File: config.mk
export PLATFORM = sky130hd
export DESIGN_NAME = ring_step_ctrl
export DESIGN_NICKNAME = d
export VERILOG_FILES = /design/src/rtl/ring_step_ctrl.sv
export SDC_FILE = /design/constraint.sdc
export NUM_CORES = 1
export LEC_CHECK = 0
export CORE_ASPECT_RATIO = 0.7
export CORE_UTILIZATION = 40
export DETAILED_ROUTE_END_ITERATION = 10
export PLACE_DENSITY = 0.53
export SYNTH_ARGS = -nofsm -noshare
export SYNTH_HDL_FRONTEND = slang
export SYNTH_SLANG_ARGS = --single-unit
export TNS_END_PERCENT = 30
File: constraint.sdc
create_clock -name clk -period 10.2 [get_ports clk]
set_input_delay 2.04 -clock clk [delete_from_list [all_inputs] [get_ports clk]]
set_output_delay 2.04 -clock clk [all_outputs]
set_load 0.005 [all_outputs]
File: src/rtl/ring_step_ctrl.sv
// Button conditioning (2-flop sync + debounce + press pulse) and a run/stop FSM
// driving a speed-selectable prescaler that emits one-cycle advance strobes.
module ring_step_ctrl #(
    parameter int DB_CNT   = 1000000,
    parameter int BASE_DIV = 2097152,
    parameter int DIV_W    = 22
) (
    input  logic       clk,
    input  logic       rst,
    input  logic       btn_run,
    input  logic       btn_step,
    input  logic       btn_speed,
    output logic       en,
    output logic       running,
    output logic [1:0] speed
);

    localparam int CNT_W = $clog2(DB_CNT);
    localparam logic [CNT_W-1:0] DB_LAST = CNT_W'(DB_CNT - 1);

    typedef enum logic {STOPPED, RUNNING} state_t;

    // Bit 0 = run, bit 1 = step, bit 2 = speed
    logic [2:0]       raw;
    logic [2:0]       sync1;
    logic [2:0]       sync2;
    logic [2:0]       stable;
    logic [2:0]       press;
    logic [CNT_W-1:0] db_cnt [3];

    assign raw = {btn_speed, btn_step, btn_run};

    always_ff @(posedge clk or posedge rst) begin
        if (rst) begin
            sync1  <= '0;
            sync2  <= '0;
            stable <= '0;
            press  <= '0;
            for (int unsigned i = 0; i < 3; i++) begin
                db_cnt[i] <= '0;
            end
        end else begin
            sync1 <= raw;
            sync2 <= sync1;
            for (int unsigned i = 0; i < 3; i++) begin
                press[i] <= 1'b0;
                if (sync2[i] == stable[i]) begin
                    db_cnt[i] <= '0;
                end else if (db_cnt[i] == DB_LAST) begin
                    stable[i] <= sync2[i];
                    press[i]  <= sync2[i];
                    db_cnt[i] <= '0;
                end else begin
                    db_cnt[i] <= db_cnt[i] + 1'b1;
                end
            end
        end
    end

    logic run_p;
    logic step_p;
    logic speed_p;

    assign run_p   = press[0];
    assign step_p  = press[1];
    assign speed_p = press[2];

    state_t           state;
    state_t           state_nx;
    logic [DIV_W-1:0] presc;
    logic [DIV_W-1:0] presc_nx;
    logic [DIV_W-1:0] period_m1;
    logic             en_nx;
    logic [1:0]       speed_nx;

    always_comb begin
        state_nx  = state;
        presc_nx  = presc;
        en_nx     = 1'b0;
        speed_nx  = speed;
        period_m1 = DIV_W'((BASE_DIV >> speed) - 1);

        if (state == STOPPED) begin
            presc_nx = '0;
            if (run_p) begin
                state_nx = RUNNING;
            end else if (step_p) begin
                en_nx = 1'b1;
            end
        end else begin
            if (run_p) begin
                state_nx = STOPPED;
                presc_nx = '0;
            end else if (presc == period_m1) begin
                presc_nx = '0;
                en_nx    = 1'b1;
            end else begin
                presc_nx = presc + 1'b1;
            end
        end

        // A speed change restarts the period; a tick due on that same edge is
        // dropped so the first strobe at the new speed is a full period away.
        if (speed_p) begin
            speed_nx = speed + 1'b1;
            presc_nx = '0;
            if (state == RUNNING) begin
                en_nx = 1'b0;
            end
        end
    end

    always_ff @(posedge clk or posedge rst) begin
        if (rst) begin
            state <= STOPPED;
            presc <= '0;
            en    <= 1'b0;
            speed <= '0;
        end else begin
            state <= state_nx;
            presc <= presc_nx;
            en    <= en_nx;
            speed <= speed_nx;
        end
    end

    assign running = (state == RUNNING);

endmodule

Yosys cells after proc, flatten, opt, wreduce, memory -nomap -nowiden
Cells that the tools add are included.

word-level totals
  output and inout bits = 4
  register bits after elaboration = 98
  word-level logic and storage cells = 59
  bits of input ports = 5

operators by class
  mux-type cells = 26
  shift operators = 1
  add/subtract/negate cells = 6
  reduce and logical (&&, ||, !) cells = 3
  equal/unequal tests = 7
  bitwise logic cells = 3

operators with widths
  operator                                                               count
  20-bit 2-to-1 mux                                                      6
  22-bit 2-to-1 mux                                                      4
  20-bit by 1-bit adder with 20-bit output (second input constant)       3
  20-bit equality test (second input constant)                           3
  22-bit by 1-bit adder with 22-bit output (second input constant)       1
  22-bit equality test                                                   1
  22-bit by 2-bit right shift with 22-bit output (first input constant)  1
  22-bit by 2-bit subtractor with 22-bit output (second input constant)  1
  1-bit 2-to-1 mux                                                       16
  2-bit AND reduction                                                    3
  1-bit equality test                                                    3
  1-bit NOT                                                              3
  2-bit by 1-bit adder with 2-bit output (second input constant)         1

Logic depth before layout (Yosys ltp)
Gate-level depths: netlist of run 1.

  word-level depth = 8
  depth in mapped cells = 7
  mapped depth without buffers = 6

Worst setup path after synthesis of run 1
Ideal clock, no wire load.

  path type = flip-flop to output port
  from = register speed[1]
  to = output speed[1]
  data required time = 8,160 ps
  path slack = 7,767 ps
  stages on the path, launching flop included = 1
  arrival time = 393 ps
  buffers on the path = 0
  cells stage by stage = dfrtp_1

RTL lines
  what                    line  source
  start, declared         15    output logic [1:0] speed
  start signal, assigned  123   speed <= speed_nx;

No word-level cell between the ends.

Final worst setup path of run 1
  from = register speed[1]
  to = output speed[1]

No word-level cell between the ends.

==> flow_summary.json, run 1 <==
{
  "max-clock-path-buffers": 2,
  "track_usage_pct": 16.2,
  "io_buffers": 8,
  "worst-r2r-cell-count": 5,
  "hold_violations": 0,
  "met2_usage_pct": 22.3,
  "path_buf_inv": 1,
  "synth_edf_count": 0,
  "start_util_pct": 41.2,
  "cts_tree": "yes",
  "min_to": "sync2[2]",
  "synthArstFlopShare_pct": 100,
  "std_cell_rows": 33,
  "clock-sinks": 98,
  "use_met3_pct": 3.56,
  "grt_pass1_wl_um": 16100,
  "die_area_um2": 12500,
  "gr-usage-met1_pct": 24.9,
  "finalSetupViolCount": 0,
  "power.switching_mw": 0.173,
  "rsz0062_at_grt": "no",
  "power.density_nw_per_um2": 142,
  "cp.required_ps": 8160,
  "critPathMaxFanout": 4,
  "fmax_mhz": 303,
  "r2r_end": "en",
  "grt_pass1_vias": 3228,
  "drt_iter0_drc": 301,
  "r2r_slack_ps": 7650,
  "startpoint": "speed[1]",
  "final_util_pct": 45.9,
  "hold_class": "register to register",
  "worst_pin_slew_ps": 1080,
  "cts-root-buf": "clkbuf_16",
  "io_pins": 9,
  "peakVddDrop_uv": 79.3,
  "syn_area_um2": 4830,
  "dpl.hpwl_um": 6210,
  "htreeDepth": 3,
  "drc_errors": 0,
  "setup.worst_path.start_class": "register",
  "worstPathCellList": "clkdlybuf4s50_1",
  "yosysSeqAreaShare_pct": 50.8,
  "wire_per_inst_um": 14.3,
  "final_cell_area_um2": 5380,
  "fin_ws_ps": 6900,
  "synth_warnings": 0,
  "synth_seq_cells": 98,
  "num-nets-final": 499,
  "comb_power_share_pct": 2.6,
  "critPathCaptureType": "output port",
  "p_leak_nw": 2.12,
  "yosysUniqueCellTypes": 46,
  "pre_cts_slack_ps": 6510,
  "finalCritPeriodShare_pct": 32.4,
  "max_stage_delay_ps": 520,
  "area_delta_synth_final_pct": 11.6,
  "cap_violations": 0,
  "clk_pin_slew_worst_paths_ps": 70,
  "synth_cells": 477,
  "outcome": "completed",
  "gp_congestion": 0.771,
  "grt-busiest-layer": "met1",
  "synth_area_per_cell_um2": 10.1,
  "reg2reg_from": "speed[0]",
  "core-area_um2": 11700,
  "antenna_found_initial": 0,
  "finalMaxSlewViolations": 0,
  "whs_path_depth": 0,
  "internal_power_mw": 0.593,
  "holdWs_ps": 351,
  "slew_headroom_pct": 27.5,
  "clk_latency_ps": 340,
  "netlist.area_leader.share_pct": 50.8,
  "min_period_ps": 3300,
  "finalWirelength_um": 9290,
  "crit_arrival_ps": 1260,
  "dpl_cell_area_um2": 5080,
  "via_per_inst": 5.30,
  "critPathSlowestCell": "clkdlybuf4s50_1",
  "synth_area_leader_cell": "dfrtp_1",
  "fillers": 1107,
  "cts_setup_buffers": 0,
  "diodes": 0,
  "syn_nets": 489,
  "drt_pass1_iterations": 4,
  "overflow": 0,
  "switching_share_pct": 22.6,
  "mostFrequentLayoutCell": "dfrtp_1",
  "final.setup_skew_ps": 7.29,
  "tns_ps": 0,
  "die_y_um": 93.9,
  "drive_gt1_share_pct": 6.71,
  "p_clk_share_pct": 45.7,
  "criticalPathCategory": "register to output port",
  "min_from": "sync1[2]",
  "synth_top_flop_cell": "dfrtp_1",
  "via_count": 3437,
  "synth.area.top_cells": "dfrtp_1 51%, xnor2_1 6.0%, xor2_1 4.5%",
  "die_w_um": 133,
  "p_seq_share_pct": 51.7,
  "layout_common_cells": "98 x dfrtp_1, 57 x nor2_1, 33 x xnor2_1",
  "ant_nets": 0,
  "grt_max_degree": 63,
  "cts_hold_buf": 0,
  "numCtsBuffers": 9,
  "post_cts_resize_count": 0,
  "critPathTopFamily": "buffers and inverters"
}
-- how the worst max path moves through the flow --
stage                      end  depth (start not counted)  slack [ps]
floorplan            db_cnt[0]                          1        5600
global placement    db_cnt[11]                          3        6540
detailed placement  db_cnt[11]                          3        6510
CTS                   speed[1]                          1        6870
global route        db_cnt[16]                          3        6720
finish                speed[1]                          1        6900
-- cell families after synthesis --
| group | Yosys count | share of synthesized area, % |
|---|---|---|
| DFF | 98 | 50.8 |
| and+or+nand+nor | 225 | 25.8 |
| muxes | 4 | 0.907 |
| adders and majority gates | 7 | 1.81 |
| xor gates and xnor gates | 58 | 10.5 |
| buffers and inverters | 29 | 2.49 |
| AOI/OAI and AO/OA | 56 | 7.65 |
-- flip-flops by register name (all words and copies together) (netlist names) --
register / flops
db_cnt: 60
en: 1
stable: 3
press: 3
running: 1
sync1: 3
sync2: 3
speed: 2
presc: 22
-- area by class of cell --
cell class	instances	area [um2]	area share, %
clock inverters	7	82.6	1.53
well taps	157	196	3.65
repair buffers	11	103	1.91
flip-flops and latches	98	2450	45.5
multi-input cells	350	2260	41.9
clock buffers	9	225	4.18
inverters	17	66.3	1.23
-- power by group through the flow --
stage,sequential (mW),clock [mW],combinational [mW]
after floorplan,0.403,0,0.0143
after CTS,0.396,0.364,0.0211
after global routing,0.397,0.381,0.0238
after global placement,0.404,0,0.0208
after detailed placement,0.404,0,0.0211
final,0.397,0.350,0.0201
-- metrics by stage --
| step | std cells | total power, mW |
|---|---|---|
| global placement | 633 | 0.425 |
| floorplan | 477 | 0.417 |
| finish | 649 | 0.767 |
| global route | 649 | 0.802 |
| detailed placement | 633 | 0.425 |
| CTS | 649 | 0.781 |
-- synth_stat cells (all sizes together), types with 5 or more instances --
cell type	count
and3	10
or4	10
nand4	27
o31ai	12
or3	12
dfrtp	98
xnor2	33
ha	7
a21oi	19
nor3	22
and2	5
nand3	26
nor4	14
xor2	25
nor2	57
o21ai	12
clkbuf	10
inv	17
nand2	21
-- layer usage --
metal	vias up	wire (um)
met1	1635	5030
met4	0	95
met3	8	308
met5	-	0
li1	1740	-
met2	54	3850
Power figures use the tool's default switching activity.
==> run 2, diff against run 1 <==
- clock period: 10.2 -> 3.45 ns (I/O delays scaled with it)
==> flow_summary.json, run 2 (same netlist as run 1, synthesis figures left out) <==
{
  "final.setup_skew_ps": 5.17,
  "setup.worst_path.start_class": "register",
  "die_w_um": 133,
  "fmax_mhz": 467,
  "final_cell_area_um2": 5370,
  "gp_congestion": 0.790,
  "die_y_um": 93.9,
  "dpl.hpwl_um": 6250,
  "diodes": 0,
  "hold_violations": 0,
  "cap_violations": 0,
  "worst-r2r-cell-count": 5,
  "clock-sinks": 98,
  "fillers": 1123,
  "finalWirelength_um": 9250,
  "wl_met2_um": 3830,
  "drt_pass1_iterations": 4,
  "critPathCapture": "db_cnt[9]",
  "hold_class": "register to register",
  "top_layer_used": "met4",
  "wire_per_inst_um": 14.2,
  "crit_arrival_ps": 2370,
  "tns_ps": 0,
  "antenna_found_initial": 0,
  "cts_tree": "yes",
  "clk_latency_ps": 340,
  "regMostFlops": "db_cnt",
  "drive_gt1_share_pct": 6.30,
  "peakVddDrop_uv": 232,
  "crit_cells": 5,
  "criticalPathCategory": "register to register",
  "largest_register_ffs": 60,
  "grt_pass1_vias": 3423,
  "drt_iter0_drc": 245,
  "std_cell_rows": 33,
  "slew_headroom_pct": 47.6,
  "dr_wl_met3_um": 211,
  "dpl_cell_area_um2": 5100,
  "p_leak_nw": 2.11,
  "finalMaxSlewViolations": 0,
  "grt_pass1_wl_um": 16600,
  "power.density_nw_per_um2": 402,
  "critPathSlowestCell": "or4b_1",
  "wirelength_met1_um": 5080,
  "startpoint": "db_cnt[16]",
  "numCtsBuffers": 9,
  "critPathMaxFanout": 13,
  "via_count": 3475,
  "pre_cts_slack_ps": 1320,
  "core-area_um2": 11700,
  "path_buf_inv": 1,
  "worstPathCellList": "nand3_1, or4b_1, o31ai_2, buf_4, nor2_1",
  "area_delta_synth_final_pct": 11.2,
  "critPathTopFamily": "simple AND/OR/NAND/NOR gates",
  "cp.required_ps": 3680,
  "clk_pin_slew_worst_paths_ps": 70,
  "min_period_ps": 2140,
  "drc_errors": 0,
  "reg2reg_from": "db_cnt[16]",
  "io_pins": 9,
  "outcome": "completed",
  "post_cts_resize_count": 0,
  "layout_common_cells": "98 x dfrtp_1, 57 x nor2_1, 33 x xnor2_1",
  "finalCritPeriodShare_pct": 62.1,
  "start_util_pct": 41.2,
  "reg_top3": "db_cnt (60), presc (22)",
  "htreeDepth": 3,
  "track_usage_pct": 16.8,
  "cts_hold_buf": 0,
  "grt_max_degree": 65,
  "ant_nets": 0,
  "max_stage_delay_ps": 580,
  "cts_setup_buffers": 0,
  "critPathCaptureType": "register",
  "num-nets-final": 500,
  "die_area_um2": 12500,
  "r2r_slack_ps": 1310,
  "overflow": 0,
  "fin_ws_ps": 1310,
  "via_per_inst": 5.35,
  "max-clock-path-buffers": 2,
  "multi_input_area_um2": 2260,
  "rsz0062_at_grt": "no",
  "io_buffers": 8,
  "r2r_end": "db_cnt[9]",
  "cts-root-buf": "clkbuf_16",
  "worst_pin_slew_ps": 787,
  "mostFrequentLayoutCell": "dfrtp_1",
  "seqCellArea_um2": 2450,
  "finalSetupViolCount": 0
}
[run 2: cell count changes in the layout (fill, tap and decap cells not counted), sizes merged]
cell | before | now
clkbuf | 9 | 12
inv | 22 | 18
clkinvlp | 0 | 1
buf | 3 | 4
bufinv | 1 | 0
[run 2: how the worst min path moves through the flow]
stage               slack, ps      from  cells past startpoint        to
floorplan                 330  sync1[0]                      0  sync2[0]
global placement          340  sync1[1]                      0  sync2[1]
detailed placement        340  sync1[1]                      0  sync2[1]
CTS                       350  sync1[0]                      0  sync2[0]
global route              360  sync1[0]                      0  sync2[0]
finish                    340  sync1[0]                      0  sync2[0]
[run 2: layout make-up]
cell class	instances	area share (%)
inverters	17	1.24
flip-flops and latches	98	45.7
multi-input cells	350	42.1
clock buffers	12	4.59
repair buffers	12	2.28
clock inverters	3	0.466
well taps	157	3.66
[run 2: routing by layer]
layer	up-vias	global-route usage [%]
met1	1679	24.9
li1	1752	-
met5	-	0
met3	10	4.37
met2	34	23.7
met4	0	5.40
[run 2: through the flow]
step	total power [mW]	util, %	hold slack [ps]	std cells
floorplan	1.23	-	331	477
global placement	1.26	43.5	336	634
detailed placement	1.26	43.5	339	634
CTS	2.20	45.8	346	649
global route	2.25	45.8	363	649
finish	2.16	45.8	344	649
[run 2: worst register-to-register path, stage by stage (launching register included)]
cell and delay (ps):
dfrtp_1 400, nand3_1 120, or4b_1 580, o31ai_2 560, buf_4 300, nor2_1 70
[run 2: where the power goes]
part	total [mW]	internal, mW	switching, mW
Combinational	0.0616	0.0186	0.0431
Clock	0.923	0.509	0.414
Sequential	1.17	1.16	0.0127
Total	2.16	1.69	0.470
